<file path="src/rtl/alu_op_scheduler.sv">
// Round-robin arbiter and load/execute sequencer in front of the shared ALU datapath.
// Two requesters are served one at a time; the result is returned with the owner id.
module alu_op_scheduler #(
    parameter int unsigned WIDTH       = 8,
    parameter int unsigned OPW         = 6,
    parameter int unsigned EXEC_CYCLES = 1
) (
    input  logic             clk,
    input  logic             reset_n,
    input  logic             req0_valid,
    output logic             req0_ready,
    input  logic [WIDTH-1:0] req0_a,
    input  logic [WIDTH-1:0] req0_b,
    input  logic [OPW-1:0]   req0_op,
    input  logic             req1_valid,
    output logic             req1_ready,
    input  logic [WIDTH-1:0] req1_a,
    input  logic [WIDTH-1:0] req1_b,
    input  logic [OPW-1:0]   req1_op,
    output logic [2:0]       alu_in_sel,
    output logic [WIDTH-1:0] alu_num1,
    output logic [WIDTH-1:0] alu_num2,
    output logic [OPW-1:0]   alu_out_sel,
    input  logic [WIDTH-1:0] alu_out,
    output logic             rsp_valid,
    input  logic             rsp_ready,
    output logic             rsp_id,
    output logic [WIDTH-1:0] rsp_data,
    output logic [1:0]       curr_state,
    output logic [1:0]       next_state
);

    localparam logic [1:0] IDLE = 2'b00;
    localparam logic [1:0] LOAD = 2'b01;
    localparam logic [1:0] EXEC = 2'b10;
    localparam logic [1:0] DONE = 2'b11;

    localparam int unsigned CW = (EXEC_CYCLES > 1) ? $clog2(EXEC_CYCLES) : 1;
    localparam logic [CW-1:0] CNT_LAST = CW'(EXEC_CYCLES - 1);

    logic [1:0]       state_q, state_d;
    logic [CW-1:0]    cnt_q;
    logic             last_grant_q;
    logic [WIDTH-1:0] a_q, b_q, data_q;
    logic [OPW-1:0]   op_q;
    logic             id_q;
    logic             gnt0, gnt1;

    // On a tie the requester that was not served last wins.
    always_comb begin
        gnt0 = 1'b0;
        gnt1 = 1'b0;
        if (reset_n && state_q == IDLE) begin
            if (req0_valid && req1_valid) begin
                gnt0 = last_grant_q;
                gnt1 = ~last_grant_q;
            end else begin
                gnt0 = req0_valid;
                gnt1 = req1_valid;
            end
        end
    end

    always_comb begin
        state_d = state_q;
        unique case (state_q)
            IDLE:    if (gnt0 || gnt1) state_d = LOAD;
            LOAD:    state_d = EXEC;
            EXEC:    if (cnt_q == CNT_LAST) state_d = DONE;
            DONE:    if (rsp_ready) state_d = IDLE;
            default: state_d = IDLE;
        endcase
        if (!reset_n) state_d = IDLE;
    end

    always_ff @(posedge clk) begin
        if (!reset_n) begin
            state_q      <= IDLE;
            cnt_q        <= '0;
            last_grant_q <= 1'b1;
            a_q          <= '0;
            b_q          <= '0;
            op_q         <= '0;
            id_q         <= 1'b0;
            data_q       <= '0;
        end else begin
            state_q <= state_d;
            unique case (state_q)
                IDLE: begin
                    if (gnt0 || gnt1) begin
                        a_q          <= gnt1 ? req1_a : req0_a;
                        b_q          <= gnt1 ? req1_b : req0_b;
                        op_q         <= gnt1 ? req1_op : req0_op;
                        id_q         <= gnt1;
                        last_grant_q <= gnt1;
                    end
                end
                LOAD: cnt_q <= '0;
                EXEC: begin
                    if (cnt_q == CNT_LAST) begin
                        data_q <= alu_out;
                    end else begin
                        cnt_q <= cnt_q + CW'(1);
                    end
                end
                default: ;
            endcase
        end
    end

    // Reset is forwarded to the ALU combinationally so both clear on the same edge.
    always_comb begin
        if (!reset_n) begin
            alu_in_sel = 3'b001;
        end else if (state_q == LOAD) begin
            alu_in_sel = 3'b010;
        end else begin
            alu_in_sel = 3'b100;
        end
    end

    assign req0_ready  = gnt0;
    assign req1_ready  = gnt1;
    assign alu_num1    = a_q;
    assign alu_num2    = b_q;
    assign alu_out_sel = op_q;
    assign rsp_valid   = reset_n && (state_q == DONE);
    assign rsp_id      = id_q;
    assign rsp_data    = data_q;
    assign curr_state  = state_q;
    assign next_state  = state_d;

endmodule

</file>
<file path="config.mk">
export PLATFORM = sky130hd
export DESIGN_NAME = alu_op_scheduler
export DESIGN_NICKNAME = d
export VERILOG_FILES = /design/src/rtl/alu_op_scheduler.sv
export SDC_FILE = /design/constraint.sdc
export NUM_CORES = 1
export LEC_CHECK = 0
export CORE_MARGIN = 1
export CORE_UTILIZATION = 25
export CTS_BUF_LIST = sky130_fd_sc_hd__clkbuf_8 sky130_fd_sc_hd__clkbuf_16
export DETAILED_ROUTE_END_ITERATION = 7
export REMOVE_ABC_BUFFERS = 1
export SKIP_LAST_GASP = 1
export SYNTH_ARGS = -nofsm -noshare
export SYNTH_HDL_FRONTEND = slang
export SYNTH_SLANG_ARGS = --single-unit
</file>
<file path="constraint.sdc">
create_clock -name clk -period 1.6 [get_ports clk]
set_input_delay 0.32 -clock clk [delete_from_list [all_inputs] [get_ports clk]]
set_output_delay 0.32 -clock clk [all_outputs]
set_load 0.1 [all_outputs]
</file>
==> results of run 1 <==
cell families after synthesis:
family,Yosys count
AO/OA/AOI/OAI,77
AND/OR/NAND/NOR,45
flip-flops,34
buffers and inverters,25
multiplexers,8
metrics by stage:
step / area [um2] / utilization [%] / hold slack, ps / TNS, ps / instances
floorplan: 1630 / - / 409 / -31090 / 166
detailed placement: 3330 / 48.5 / 551 / -9930 / 382
finish: 3550 / 51.6 / 558 / -587 / 396
CTS: 3520 / 51.2 / 559 / -544 / 395
global placement: 3330 / 48.5 / 546 / -9640 / 382
global route: 3550 / 51.6 / 584 / -963 / 396
area by class of cell:
type / instances / area [um2] / share of cell area, %
Timing Repair Buffer: 127 / 1660 / 46.8
Multi-Input combinational cell: 130 / 996 / 28.1
Sequential cell: 34 / 686 / 19.3
Tap cell: 96 / 120 / 3.39
Clock buffer: 5 / 68.8 / 1.94
Clock inverter: 2 / 7.51 / 0.212
Inverter: 2 / 7.51 / 0.212
state kept, by name (all words and copies together) (netlist names):
signal,count
alu_out_sel,6
rsp_data,8
rsp_id,1
alu_num2,8
alu_num1,8
last_grant_q,1
curr_state,2
report_power, final:
group          leakage, nW  switching (W)  internal, W
Sequential           0.280       0.000109     0.000955
Combinational         1.01        0.00137     0.000920
Clock               0.0466       0.000288     0.000287
Total                 1.34        0.00177      0.00216
cell usage in the layout, fill, tap and decap left out:
master / count
and2_4: 1
dlygate4sd2_1: 2
a21boi_0: 1
dfxtp_4: 1
nand2_1: 2
or3b_4: 2
buf_4: 23
a311oi_2: 18
a31oi_1: 2
mux2i_1: 8
clkdlybuf4s15_1: 1
o21ai_0: 23
nand2_4: 1
o211ai_1: 1
nor3b_4: 2
or2_1: 1
a311oi_1: 4
buf_12: 42
o21a_1: 1
dfxtp_2: 1
buf_6: 5
or2b_1: 1
nor2_4: 3
clkdlybuf4s50_1: 53
a31o_2: 1
nor3_4: 1
a21bo_2: 1
bufbuf_16: 1
nor2_1: 8
a31o_4: 1
nand3_1: 22
nor2b_1: 1
inv_1: 4
a21boi_2: 1
a21oi_1: 23
clkbuf_8: 5
dfxtp_1: 32
routing by layer:
metal	share of wire, %	up-vias
met5	0	-
met4	1.5	0
li1	-	929
met2	50	76
met1	41	881
met3	8.1	9
worst min path at each step:
| stage | depth (start not counted) | to | start |
|---|---|---|---|
| after floorplan | 1 | last_grant_q | reset_n |
| after global routing | 2 | rsp_data[4] | rsp_data[4] |
| after detailed placement | 2 | alu_num1[0] | alu_num1[0] |
| final | 2 | rsp_data[5] | rsp_data[5] |
| after CTS | 2 | alu_num1[0] | alu_num1[0] |
| after global placement | 2 | rsp_data[7] | rsp_data[7] |
what timing repair did:
item / CTS / global route
setup endpoints to repair: 31 / 10
resized for setup: 20 / 5
pin swaps: 6 / 4
setup buffers: 6 / 2
worst register-to-register path, stage by stage, from the launching register on:
cell,delay (ps)
dfxtp_4,360
or3b_4,410
buf_4,220
o21ai_0,270
a311oi_2,140
==> results_dict.tcl, run 1 <==
set metrics [dict create \
    synth_area_leader_cell "dfxtp_1" \
    io_pins 98 \
    pwr_density_cell_mw_per_mm2 1110 \
    synthTopCellsByCount "dfxtp_1, a21oi_1, o21ai_0" \
    dieWidth_um 86.9 \
    ys.flop_type "dfxtp_1" \
    synth_seq_area_share_pct 37.8 \
    power_w 0.00393 \
    max_freq_mhz 554 \
    n_fill_cell 625 \
    drc 0 \
    cts-root-buf "clkbuf_8" \
    yosys.area_share.simple_pct 14.1 \
    endpoint "req0_ready" \
    p_leak_nw 1.34 \
    reg2reg_from "curr_state[0]" \
    grt_pass1_vias 1935 \
    cts_buffers 5 \
    portBuffers 97 \
    die_y_um 86.9 \
    synth_top_family_by_area "compound AO/OA/AOI/OAI gates" \
    via_per_inst 4.79 \
    synth_mux_area_share_pct 4.44 \
    avgSynthCellArea_um2 9.53 \
    grt_use_met3_pct 5.21 \
    cts_hold_buf 0 \
    min_path_type "reg -> reg" \
    synth_compound_area_share_pct 33.8 \
    row_count 30 \
    worst_pin_slew_ps 445 \
    cp.required_ps 1280 \
    wirelength_mm 5.81 \
    dieArea_mm2 0.00755 \
    violations "setup timing" \
    antennaDiodeCount 0 \
    post-synth-top-count-cell "dfxtp_1" \
    start_util_pct 26.2 \
    rsz0062_at_grt "yes" \
    first_pass_iters 4 \
    layout-drive-gt1-share_pct 36.7 \
    ant_nets 0 \
    final_nets 357 \
    critPathKind "reg -> out" \
    busiest_layer "met2" \
    clock_latency_ps 280 \
    netlist_area_mm2 0.00180 \
    layout_setup_ws_ps -204 \
    synthAdderAreaFrac_pct 0 \
    outcome "complete, but fails checks" \
    cp_max_fo 3 \
    dp_slack_ps -449 \
    grt_max_degree 24 \
    irDropWorstVdd_mv 0.392 \
    yosys-top-cells-area "dfxtp_1, a311oi_2, a21oi_1" \
    rrSetupSlack_ps 70 \
    wl_per_cell_um 14.7 \
    setup_viol_count_final 5 \
    syn_to_final_growth_pct 96.8 \
    cp.arrival_ps 1480 \
    clk_path_buf_depth 2 \
    cp_num_buf_inv 2 \
    skew_ps 4.81 \
    htreeDepth 2 \
    max_stage_delay_ps 420 \
    drtIter0Drc 43 \
    crit_family "simple AND/OR/NAND/NOR gates" \
    vias 1895 \
    ys_types 30 \
    crit_chain "or3b_4, nor3_4, buf_6, buf_12" \
    grt_first_pass_wirelength_mm 9.48 \
    critPathCaptureType "primary output" \
    synth_seq_cells 34 \
    synth_top_area_share_pct 37.8 \
    synthArstFlopShare_pct 0 \
    relSlewSlack_pct 70.4 \
    antenna_found_initial 0 \
    cts.clk_slew.worst_paths_ps 70 \
    syn_inst 189 \
    fin_crit_sh_pct 113 \
    track_usage_pct 16.1 \
    r2r_end "alu_num1[2]" \
    yosysWarnings 0 \
    reg2regPathDepth 4 \
    cp.depth 4 \
    synth-edff-count 0 \
    clock_sinks 34 \
    slew_viol_final 0 \
    hold_viol 0 \
    gp_congestion 0.745 \
    start_kind "register" \
    period_minus_slack_ps 1800 \
    place_hpwl_mm 4.29 \
    grt_overflow 0 \
    synthXorXnorAreaFrac_pct 0 \
    core-area_mm2 0.00687 \
    startpoint "curr_state[1]" \
    grt_use_met2_pct 27.6 \
    cts_tree "done" \
    maxCapViolations 0 \
    met1_usage_pct 19.0 \
    cpMaxStageDelayCell "or3b_4" \
]
(Power assumes the default switching activity.)
==> run 2: changes to the inputs <==
--- a/config.mk
+++ b/config.mk
@@ -8,6 +8,7 @@
 export CORE_MARGIN = 1
 export CORE_UTILIZATION = 25
 export CTS_BUF_LIST = sky130_fd_sc_hd__clkbuf_8 sky130_fd_sc_hd__clkbuf_16
+export CTS_CLUSTER_DIAMETER = 120
 export DETAILED_ROUTE_END_ITERATION = 7
 export REMOVE_ABC_BUFFERS = 1
 export SKIP_LAST_GASP = 1
==> results of run 2 <==
No change in the layout: final DEF, timing and power equal those of run 1.
==> RTL edit 1, RTL diff (config.mk and constraints of run 1) <==
Change the parameter `WIDTH` from 8 to 6.
--- a/src/rtl/alu_op_scheduler.sv
+++ b/src/rtl/alu_op_scheduler.sv
@@ -1,7 +1,7 @@
 // Round-robin arbiter and load/execute sequencer in front of the shared ALU datapath.
 // Two requesters are served one at a time; the result is returned with the owner id.
 module alu_op_scheduler #(
-    parameter int unsigned WIDTH       = 8,
+    parameter int unsigned WIDTH       = 6,
     parameter int unsigned OPW         = 6,
     parameter int unsigned EXEC_CYCLES = 1
 ) (
Interface: changed (8 resized); port bits go from 98 to 82. The function was not compared with the original's and may differ.
==> RTL edit 1 against run 1 <==
- clock power down 22%
- cell area fell by 19%
- total power fell by 18%
- sequential cell count down 6
- largest cell class unchanged
- worst setup slack better by 0.031 ns
- critical endpoint unchanged
- sequential share of layout area grew 0.35 points
- wire length is 14% lower
- synthesized cell count fell by 17%
- maximum frequency up 1.7%
- the flow still finishes with violations (negative setup slack)
- die area is 23% lower
- area after synthesis shrank 24%
- first-iteration DRC count up 67%
- critical path type unchanged
==> RTL edit 1: results (changes against run 1) <==
metric	value	unit	change
outcome	finished, violations left		
failing checks	negative setup slack		
R2R depth	5		+1
final setup margin	-0.1729	ns	+0.03066 ns
Lkg Pwr	1.103	nW	-17%
vias per cell	5.068		+5.9%
M3 GR Usage	0.04311		-0.009019
Hold Path End	alu_num2[4]		
setup TNS	-0.7284	ns	-0.1416 ns
synthesized instance count	157		-17%
CTS Buf Count	3		-2
endpoints failing setup	5		unchanged
most instantiated cells after synthesis	28 x dfxtp_1, 19 x a21oi_1, 18 x a311oi_1, 18 x nand3_1, 10 x o21ai_0		
HPWL after DPL	3398	µm	-21%
Nets	300		-16%
Iteration-0 DRC Markers	72		+67%
Min-Delay Startpoint	alu_num2[4]		
first-pass GRT wire length	8024	µm	-15%
slew margin rel.	0.7344		+0.03079
worst IR drop on VDD	0.0005808	V	+48%
WL met3	372	µm	-21%
clock-pin transition on the worst setup and hold timing paths	0.10	ns	+0.03 ns
Min Hold Slack	0.5574	ns	-0.0003350 ns
dpl cell area	0.002683	mm²	-19%
reg2reg end	alu_num2[1]		
## RTL edit 1: timing repair
action / in CTS / in global routing
resized for setup: 24 / 2
pin swaps: 8 / 2
endpoints found under the hold margin: 0 / 0
buffers inserted: 8 / 0
hold buffers: 0 / 0
setup endpoints to repair: 8 / 8
## RTL edit 1: critical path: stages (launching register included)
cell and delay (ns):
dfxtp_4 0.37, or3b_4 0.41, nor3_4 0.19, buf_12 0.21
## RTL edit 1: logic make-up (layout without fill, tap and decap cells)
group           Yosys count  count (layout)  share of synthesized area
mux                       6               6                    0.04376
compound gates           65              65                     0.3127
flops                    28              28                     0.4084
buf+inv                  19             114                    0.07930
simple gates             39              39                     0.1559
## RTL edit 1: cell type report
class                           count  area, µm²
Clock buffer                        4      55.05
Fill cell                         478       2332
Inverter                            2      7.507
Multi-Input combinational cell    110      753.2
Sequential cell                    28      565.5
Tap cell                           70      87.58
Timing Repair Buffer              108       1404
==> RTL edit 2, RTL diff (config.mk and constraints of run 1) <==
Made on the original files. Reset style: asynchronous (`reset_n`), changed in one clocked block.
--- a/src/rtl/alu_op_scheduler.sv
+++ b/src/rtl/alu_op_scheduler.sv
@@ -73,7 +73,7 @@
         if (!reset_n) state_d = IDLE;
     end
 
-    always_ff @(posedge clk) begin
+    always_ff @(posedge clk or negedge reset_n) begin
         if (!reset_n) begin
             state_q      <= IDLE;
             cnt_q        <= '0;
Formal check against the unedited RTL: differs if reset_n is asserted again (counterexample within 4 cycles, from zero or initial values and one cycle with reset_n low); with reset_n held inactive, the same outputs for 10 cycles.
==> RTL edit 2 against run 1 <==
- the run ends with design-rule violations, negative setup slack left
- cell count down 9.8%
- sequential cell count is the same
- area after synthesis is 7.1% lower
- highest routed layer unchanged
- largest cell class unchanged
- total power rose by 50%
- worst hold slack worse by 0.53 ns
- maximum frequency shrank 3.8%
- worst setup slack got worse by 0.072 ns
- wire length fell by 11%
- cell area fell by 5.8%
- sequential power grew 31%
==> RTL edit 2: results (changes against run 1) <==
metric	value	unit	change
outcome	finished, violations left		
failing checks	design-rule violations, negative setup slack		
synth top area cells	dfrtp_1 49%, a31oi_1 9.0%, a21oi_1 7.5%		
M3 GR Usage	0.05638		+0.004247
register area share after synthesis	0.5090		+0.1312
most instantiated cells after synthesis	33 x dfrtp_1, 25 x a21oi_1, 24 x a31oi_1		
vias per cell	4.908		+2.6%
Iteration-0 DRC Markers	68		+58%
post-synth top area share	0.4933		+0.1155
Fill cells	597		-4.5%
Initial DRT Pass Iterations	6		+2
Avg WL per Cell	14.44	µm	-1.6%
worst IR drop on VDD	0.0007456	V	+90%
worst min path class	input pin to asynchronous set/reset pin		
Residual DRC	13		+13
global router's overall resource usage	0.1496		-0.01127
layout cell share with drive strength beyond 1	0.3179		-0.04881
global placer's final weighted congestion	0.7272		-2.4%
largest net degree at the start of global routing	47		+96%
clk_skew	0.004271	ns	-0.0005430 ns
Lkg Pwr	1.351	nW	+1.2%
RR Startpoint	curr_state[1]		
ys async rst share	1.000		+1.000
Cell variety after synth	24		-20%
syn_area_per_cell	9.621	µm²	+0.93%
endpoints failing setup	8		+3
vias in the first global route	1661		-14%
Routed WL	5156	µm	-11%
final setup margin	-0.2757	ns	-0.07208 ns
[RTL edit 2: changes by cell type after synthesis, sizes merged, moves of 8 or more]
cell | run 1 | this run
mux2 | 0 | 8
a311oi | 22 | 0
a31oi | 2 | 24
dfrtp | 0 | 33
dfxtp | 34 | 0
mux2i | 8 | 0
[RTL edit 2: logic make-up (layout without fill, tap and decap cells)]
kind of cell / count (synthesis) / count (layout) / share of synthesized area
mux: 8 / 8 / 0.05381
flops: 34 / 34 / 0.5090
compound gates: 77 / 77 / 0.2549
buf+inv: 23 / 129 / 0.08445
simple gates: 32 / 32 / 0.09791
[RTL edit 2: metal layers]
| layer | share of wire | up-vias |
|---|---|---|
| met5 | 0 | - |
| li1 | - | 850 |
| met4 | 0.0085 | 0 |
| met2 | 0.47 | 70 |
| met1 | 0.44 | 827 |
| met3 | 0.073 | 5 |
[RTL edit 2: worst paths after layout]
kind                            depth (start not counted)             end  slack, ns
worst max-delay path                                    5   next_state[0]      -0.28
worst min-delay path                                    2     alu_num2[4]       0.03
worst max register to register                          5  alu_out_sel[0]      -0.03
worst min register to register                          2    last_grant_q       0.56
max in group asynchronous                               2     alu_num1[3]       1.30
min in group clk                                        3   curr_state[0]       0.55
[RTL edit 2: power breakdown]
group / switching (mW) / total [mW] / internal [mW]
clock network: 0.305 / 0.740 / 0.435
logic: 2.39 / 3.76 / 1.37
registers: 0.268 / 1.39 / 1.12
[RTL edit 2: final cells by class]
cell class / count / area (µm²) / area share
clock buffer: 8 / 110.1 / 0.03296
inverter: 4 / 15.01 / 0.004494
multi-input combinational: 117 / 724.4 / 0.2169
sequential: 34 / 852.1 / 0.2551
tap: 77 / 96.34 / 0.02884
timing repair buffer: 117 / 1543 / 0.4618
[RTL edit 2: what timing repair did]
item | in CTS | in global routing
gates cloned | 0 | 0
hold buffers | 0 | 0
setup endpoints to repair | 6 | 30
resized for setup | 11 | 2
buffers inserted | 1 | 1
pin swaps | 5 | 2
[RTL edit 2: metrics by stage]
step	hold WS (ns)	setup TNS (ns)	power (mW)	instance area, µm²	utilization
6_report	0.02776	-0.7761	5.885	3341	0.5202
5_1_grt	0.02887	-2.577	6.095	3341	0.5202
4_1_cts	0.01988	-0.8320	5.928	3333	0.5190
3_5_place_dp	0.3194	-4.123	5.148	3184	0.4958
3_3_place_gp	0.3058	-3.507	5.122	3184	0.4958
2_1_floorplan	0.02441	-87.78	3.537	1548	-
